[src/rtl/cpu_in_port.sv]
// cpu_in_port: valid/ready receive FIFO feeding the cpu input mux with a first-word fall-through head.
module cpu_in_port #(
    parameter int DATA_W = 8,
    parameter int DEPTH  = 4
) (
    input  logic                       clk,
    input  logic                       clr,
    input  logic [DATA_W-1:0]          ext_data,
    input  logic                       ext_valid,
    output logic                       ext_ready,
    input  logic                       rd_en,
    output logic [DATA_W-1:0]          i_data,
    output logic                       data_avail,
    output logic [$clog2(DEPTH):0]     count,
    output logic                       underrun,
    input  logic                       err_clr
);
    localparam int AW = $clog2(DEPTH);
    localparam int CW = AW + 1;
    logic [DATA_W-1:0] mem_q [DEPTH];
    logic [AW-1:0]     wr_ptr_q, wr_ptr_d, rd_ptr_q, rd_ptr_d;
    logic [CW-1:0]     count_q, count_d;
    logic              underrun_q, underrun_d;
    logic              push, pop;
    assign ext_ready  = count_q != CW'(DEPTH);
    assign data_avail = count_q != '0;
    assign i_data     = data_avail ? mem_q[rd_ptr_q] : '0;
    assign count      = count_q;
    assign underrun   = underrun_q;
    always_comb begin
        push       = ext_valid & ext_ready;
        pop        = rd_en & data_avail;
        wr_ptr_d   = wr_ptr_q + AW'(push);
        rd_ptr_d   = rd_ptr_q + AW'(pop);
        count_d    = count_q + CW'(push) - CW'(pop);
        underrun_d = (rd_en & ~data_avail) | (underrun_q & ~err_clr);
    end
    always_ff @(posedge clk or posedge clr) begin
        if (clr) begin
            wr_ptr_q   <= '0;
            rd_ptr_q   <= '0;
            count_q    <= '0;
            underrun_q <= 1'b0;
        end else begin
            wr_ptr_q   <= wr_ptr_d;
            rd_ptr_q   <= rd_ptr_d;
            count_q    <= count_d;
            underrun_q <= underrun_d;
        end
    end
    // Storage is deliberately not reset; count gates it off i_data.
    always_ff @(posedge clk) begin
        if (push) mem_q[wr_ptr_q] <= ext_data;
    end
endmodule

[config.mk]
export PLATFORM = sky130hd
export DESIGN_NAME = cpu_in_port
export DESIGN_NICKNAME = d
export VERILOG_FILES = /design/src/rtl/cpu_in_port.sv
export SDC_FILE = /design/constraint.sdc
export NUM_CORES = 1
export LEC_CHECK = 0
export ABC_AREA = 1
export ABC_CLOCK_PERIOD_IN_PS = 2200
export CELL_PAD_IN_SITES_DETAIL_PLACEMENT = 2
export CELL_PAD_IN_SITES_GLOBAL_PLACEMENT = 2
export CORE_MARGIN = 4
export CORE_UTILIZATION = 34
export CTS_BUF_LIST = sky130_fd_sc_hd__clkbuf_16
export CTS_CLUSTER_SIZE = 30
export DETAILED_ROUTE_END_ITERATION = 6
export PLACE_DENSITY_LB_ADDON = 0.3
export SLEW_MARGIN = 20
export SYNTH_ARGS = -nofsm -noshare
export SYNTH_HDL_FRONTEND = slang
export SYNTH_SLANG_ARGS = --single-unit
[constraint.sdc]
create_clock -name clk -period 2.2 [get_ports clk]
set_input_delay 0.44 -clock clk [delete_from_list [all_inputs] [get_ports clk]]
set_output_delay 0.44 -clock clk [all_outputs]
set_load 0.03 [all_outputs]
* Yosys cells after proc, flatten, opt, wreduce, memory -nomap -nowiden
Memory sizes are Yosys's and may differ from the RTL's.
Index checks and enable logic that the tools add are counted.
** Storage, ports and cells
- Register bits :: 8
- Bits in writable memories :: 32
- Bits of input ports :: 13
- Word-level logic and storage cells :: 21
- Memories :: 1
** Operators by class
- Add/subtract/negate cells :: 4
- Eq/ne operators :: 1
- Muxes and demuxes :: 3
- Bitwise logic cells :: 7
- Reduce and logical (&&, ||, !) cells :: 1
** Memories
- mem_q :: depth 4, bits a word 8, read ports 1, clocked after memory_dff 0, write ports 1, RTL line 20 : logic [DATA_W-1:0] mem_q [DEPTH];
** Operator list (count)
- 2-to-1 mux 8 bit :: 1
- adder 2 x 1 -> 2 bit :: 2
- AND 1 bit :: 4
- adder 3 x 1 -> 3 bit :: 1
- inequality test 3 bit (second input constant) :: 1
- nonzero test 3 bit :: 1
- subtractor 3 x 1 -> 3 bit :: 1
- 2-to-1 mux 1 bit :: 2
- inverter 1 bit :: 2
- bitwise OR 1 bit :: 1

* Longest topological paths before layout
Gate-level depths: netlist of run 1.
- Word-level depth :: 4
- Mapped depth :: 9
- Depth with buffers taken out :: 9

* Worst setup path after synthesis of run 1
Ideal clock, no wire load.
- Kind :: register to register
- From :: reg count_q[1] (netlist: count[1])
- To :: reg count_q[2] (netlist: count[2])
- Library setup time :: 0.122 ns
- Arrival time :: 1.834 ns
- Path slack :: 0.244 ns
- Cell stages (with the launch flop) :: 9
- Period minus slack after synthesis :: 1.956 ns
- Path through :: dfrtp_1 -> nor2_4 -> nand2_1 -> nand2_1 -> nand2_2 -> nand2_2 -> ha_1 -> fa_1 -> xnor2_1
** Between the ends
- Cells in the longest elaborated chain, start to end :: 4
- Elaborated cells between the ends (all ways) :: 6
- Those cells by class :: add/sub (2); eq/ne (1); bitwise (2); reduce/logical (1)
** Ends and longest elaborated chain
- from (decl) :: RTL line 22 : logic [CW-1:0] count_q, count_d;
- from (signal assigned) :: RTL line 47 : count_q <= count_d;
- inequality test 3 bit :: RTL line 25 : assign ext_ready = count_q != CW'(DEPTH);
- net ext_ready :: RTL line 10 : output logic ext_ready,
- AND 1 bit :: RTL line 31 : push = ext_valid & ext_ready;
- adder 3 x 1 -> 3 bit :: RTL line 35 : count_d = count_q + CW'(push) - CW'(pop);
- subtractor 3 x 1 -> 3 bit :: RTL line 35
- net count_d[2] :: RTL line 22
The timed path passes the listed nets, and every way through them passes these cells.

* Worst setup path after layout of run 1
- From :: reg count_q[2] (netlist: count[2])
- To :: out data_avail
** Between the ends
- Cells in the longest elaborated chain, start to end :: 1
** Ends and longest elaborated chain
- nonzero test 3 bit :: RTL line 26 : assign data_avail = count_q != '0;
- to (decl) :: RTL line 13 : output logic data_avail,
Every way passes these cells.

==> results of run 1 <==
==> cells in the final DEF (no fill, tap or decap), types with 4 or more instances in the layout <==
master,n
clkdlybuf4s50_1,18
dfrtp_1,7
nand3_1,17
nor2_1,4
a21oi_1,8
edfxtp_1,32
nand2_1,45
inv_1,39
buf_4,14
clkbuf_16,5
==> flip-flops by register name, summed over array words and instances, names as in the netlist <==
register,cells
underrun,1
rd_ptr_q,2
count,3
wr_ptr_q,2
mem_q,32
==> kinds of logic (layout without fill, tap and decap cells) <==
family | after synthesis | after routing | share of synthesized area [%]
AOI/OAI and AO/OA | 10 | 10 | 3.56
xor gates and xnor gates | 2 | 2 | 0.960
adders and majority gates | 3 | 3 | 2.47
buffers and inverters | 47 | 83 | 11.4
DFF | 40 | 40 | 63.6
and+or+nand+nor | 73 | 73 | 18.0
==> what timing repair did <==
action / in CTS / in global routing
hold buffers: 0 / 0
setup endpoints to repair: 1 / 0
gates resized for setup: 1 / 0
==> stage by stage <==
step | setup slack [ns] | util, % | hold slack (ns)
final | 0.131 | 45.1 | 0.439
after global routing | 0.0558 | 45.1 | 0.478
after CTS | 0.103 | 45.1 | 0.459
after detailed placement | 0.128 | 41.9 | 0.508
after global placement | 0.186 | 41.9 | 0.481
after floorplan | 0.244 | - | 0.256
==> cell type report <==
class                      instances  area [um2]
multi-input combinational         88         455
timing repair buffer              32         285
sequential                        40        1160
clock buffer                       5         125
clock inverter                     3        38.8
tap                               70        87.6
inverter                          43         164
fill                             561        2820
==> how the worst max path moves through the flow <==
| stage | start | to | slack [ns] |
|---|---|---|---|
| global placement | rd_en | count[2] | 0.19 |
| finish | count[2] | data_avail | 0.13 |
| global route | count[2] | data_avail | 0.06 |
| CTS | count[2] | data_avail | 0.10 |
| floorplan | count[1] | count[2] | 0.24 |
| detailed placement | rd_en | count[2] | 0.13 |
==> where the power goes <==
group          internal (mW)  leakage (nW)  switching, mW
clock network          0.528        0.0850          0.282
registers               1.03         0.388          0.139
logic                  0.560         0.585           1.04
total                   2.12          1.06           1.46
==> routing by layer <==
metal	GRT usage (%)	vias up	routed length, um
li1	-	614	-
met1	17.9	640	1870
met2	29.8	24	2500
met3	3.55	8	128
met4	7.43	0	95
met5	0	-	0
==> impl_metrics.ini, run 1 <==
[run_status]
status = finished, final reports clean

[pwr]
peakVddDrop_mv = 0.868
total_leakage_power_nw = 1.06
power_mw = 3.58
power_density_nw_per_um2 = 1540

[yosys]
synth_cell_types = 23
synth.most_common_cell = nand2_1
ys.flop_type = edfxtp_1
synthesis.instances = 175
synth_area_um2 = 1830
synthTopCellsByArea = edfxtp_1, dfrtp_1, nand2_1
yosysTopAreaCell = edfxtp_1
ys_top_cells_by_count = nand2_1, inv_1, edfxtp_1
syn_avg_cell_area_um2 = 10.4
synth.top_cell.area_share_pct = 52.6
synth_edf_count = 32
synth_seq_cells = 40
synth_async_sr_flop_share_pct = 20.0
syn_nets = 191
yosys_warnings = 0
yosysSeqAreaShare_pct = 63.6

[cells_and_area]
syn_to_final_growth_pct = 27.0
fin_nets = 226
drive_above_1_share_pct = 16.1
antenna_cells = 0
final_cells = 281
fin_area_um2 = 2320

[setup_path]
arrival_ns = 1.63
rr_worst_depth = 9
path_depth = 3
worst_ep_required_time_ns = 1.76
cpMaxStageDelayCell = clkdlybuf4s50_1
end_kind = primary output
crit_buf_inv = 2
critPathTopFamily = buffers and inverters
path_class = reg2out
rrSetupSlack_ns = 0.39
path_cells = inv_2 -> nand2_4 -> clkdlybuf4s50_1
critPathLaunchType = flop
slowest_delay_ns = 0.68
r2r_start = count[1]
r2r-end = count[2]
path_max_fanout = 5

[global_routing]
grt_pass1_vias = 1499
grt-ovfl-total = 0
grt_use_total_pct = 16.3
antenna_found_initial = 0
grt_max_degree = 18
grt_pass1_wl_um = 7620

[placed_design]
dp_hpwl_um = 3180
placed_area_um2 = 2150
port_buffers = 26
placed_cells = 273
gp_congestion = 0.735

[sta]
fin_tns_setup_ns = 0
period_share_pct = 94.1
drv_slew = 0
fmax_mhz = 483
rsz0062_at_grt = false
period_needed_ns = 2.07
setup_viol = 0
finalClockSkew_ns = 0.00520
hold_violations = 0
max_slew.worst_pin.slew_ns = 0.373
relSlewSlack_pct = 75.1

[routing]
vias_per_cell = 4.58
first_pass_iters = 4
drcViolationCount = 0
drt.antenna.violating_nets = 0
initialDrtViolationCount = 52
wl_per_cell_um = 16.3
vias = 1286
drt-total-wl_um = 4590

[clock_network]
clock_latency_ns = 0.28
clock-root-buffer = clkbuf_16
cts.reportedPaths.clkPinSlew_ns = 0.06
cts_made_buffers = 5
cts.path.max_buffers = 2
htree_levels = 2
post_cts_buffers = 0
cts_tree = built
clock-sinks = 40

[run]
cap_violations = 0

[floorplan]
dieWidth_um = 81.3
dieArea_um2 = 6610
num_io_pins = 27
fp.dieH_um = 81.3
rows = 26
start_util_pct = 35.5
core_um2 = 5140

[min_path]
hp-class = in2async
No activity file was read; power rests on OpenSTA's default activity.
==> inputs of run 2 (changes only) <==
CTS_CLUSTER_DIAMETER = 120   (was not set)
==> results of run 2 <==
Final layout, timing and power as in run 1 (identical DEF).
==> inputs of run 3 (changes only) <==
RECOVER_POWER = 50   (was not set)
==> run 3 against run 2 <==
Register-to-register slack gained 0.04 ns; routed wire length is essentially flat; cell count is the same; power shrank 0.57%; global-route usage is the same; critical path depth is the same; die area is the same; design area shrank 0.59%; clock-buffer cell count is the same; clock power is essentially flat; largest cell class unchanged.
==> impl_metrics.ini, run 3 (same netlist as run 1, synthesis figures left out) <==
[run_status]
status = finished, final reports clean

[sta]
period_needed_ns = 2.03
setup_viol = 0
finalClockSkew_ns = 0.00519
fmax_mhz = 493
drv_slew = 0
rsz0062_at_grt = false
period_share_pct = 92.2
hold_violations = 0
relSlewSlack_pct = 75.1
max_slew.worst_pin.slew_ns = 0.373
fin_tns_setup_ns = 0
fin_ws_ns = 0.171
hold-worst-slack_ns = 0.519

[cells_and_area]
fin_nets = 226
largest_register_ffs = 32
layout_common_cells = nand2_1, inv_1, edfxtp_1
antenna_cells = 0
multiInputGateArea_um2 = 444
drive_above_1_share_pct = 15.6
largest_register = mem_q
syn_to_final_growth_pct = 26.3
ff_latch_area_um2 = 1160
layout_commonest_cell = nand2_1
fillers = 562

[setup_path]
path_class = reg2out
path_cells = nor2_4 -> nand2_4 -> clkdlybuf4s50_1
cpMaxStageDelayCell = clkdlybuf4s50_1
critPathLaunchType = flop
slowest_delay_ns = 0.60
path_max_fanout = 5
worst_ep_required_time_ns = 1.76
arrival_ns = 1.59
end_kind = primary output

[run]
cap_violations = 0

[pwr]
pwr-share-clk_pct = 22.8
power_mw = 3.56
pwr-share-comb_pct = 44.5
peakVddDrop_mv = 0.868
swShare_pct = 40.8
p_int_mw = 2.11
seqPwrFrac_pct = 32.7
power_density_nw_per_um2 = 1540
total_leakage_power_nw = 1.06
power_switching_mw = 1.45

[global_routing]
grt_pass1_wl_um = 7620
grt_use_total_pct = 16.3
grt_pass1_vias = 1499
grt_max_degree = 18
grt-ovfl-total = 0
antenna_found_initial = 0

[floorplan]
num_io_pins = 27
fp.dieH_um = 81.3
start_util_pct = 35.5
dieWidth_um = 81.3
core_um2 = 5140
rows = 26
dieArea_um2 = 6610

[placed_design]
gp_congestion = 0.735
dp_hpwl_um = 3180
dp_slack_ns = 0.128
port_buffers = 26

[routing]
drt.antenna.violating_nets = 0
wl_per_cell_um = 16.3
drcViolationCount = 0
first_pass_iters = 4
vias_per_cell = 4.57
initialDrtViolationCount = 51
drt-total-wl_um = 4590
vias = 1285

[clock_network]
cts_tree = built
clock-sinks = 40
htree_levels = 2
cts.path.max_buffers = 2
clock-root-buffer = clkbuf_16
cts.reportedPaths.clkPinSlew_ns = 0.06
hold_buffers = 0
cts_made_buffers = 5
clock_latency_ns = 0.28
post_cts_buffers = 0

[min_path]
hp-class = reg2reg
==> run 3: cell count changes in the layout (fill, tap and decap cells not counted) <==
cell	before	now
dlygate4sd3_1	0	10
buf_4	14	13
clkdlybuf4s50_1	18	8
clkbuf_2	0	1
a21oi_1	8	9
a21oi_4	1	0
==> run 3: final cells by class <==
| type | instances | area share [%] |
|---|---|---|
| timing repair buffer | 32 | 12.3 |
| multi-input combinational | 88 | 19.3 |
| inverter | 43 | 7.11 |
| sequential | 40 | 50.4 |
| clock inverter | 3 | 1.68 |
| tap | 70 | 3.80 |
| clock buffer | 5 | 5.43 |
==> run 3: critical path: cells and delay by family (launching register included) <==
kind          cells  cell delay (ns)
flops             1             0.43
buf+inv           1             0.60
simple gates      2             0.28
==> run 3: metal layers <==
layer  part of all wire (%)  routed length [um]  global-route usage (%)
met5                      0                   0                       0
met3                    2.8                 128                    3.55
met2                     54                2500                    29.8
met1                     41                1870                    17.9
met4                    2.1                  95                    7.43
==> run 3: power by group through the flow <==
stage / Combinational, mW / Sequential, mW / Clock (mW)
floorplan: 1.01 / 1.20 / 0
global placement: 1.55 / 1.16 / 0
detailed placement: 1.61 / 1.18 / 0
CTS: 1.64 / 1.17 / 0.834
global route: 1.75 / 1.19 / 0.873
finish: 1.58 / 1.16 / 0.810
==> run 3: path summary, 6_finish.rpt <==
path	start	to	slack, ns	cells after the start
worst min register to register	wr_ptr_q[1]	wr_ptr_q[1]	0.52	1
worst max register to register	count[1]	count[2]	0.43	9
worst min-delay path	wr_ptr_q[1]	wr_ptr_q[1]	0.52	1
max in group asynchronous	clr	rd_ptr_q[0]	1.33	2
min in group asynchronous	clr	rd_ptr_q[1]	0.58	2
worst max-delay path	count[1]	data_avail	0.17	3
==> run 3: metrics by stage <==
step / utilization (%) / instance area (um2) / instances
2_1_floorplan: - / 1830 / 175
3_3_place_gp: 41.9 / 2150 / 273
3_5_place_dp: 41.9 / 2150 / 273
4_1_cts: 45.1 / 2320 / 281
5_1_grt: 44.8 / 2300 / 281
6_report: 44.8 / 2300 / 281
==> run 3: what timing repair did <==
action,CTS,global route
resized for setup,1,0
hold endpoints to repair,0,0
endpoints found under the setup margin,1,0
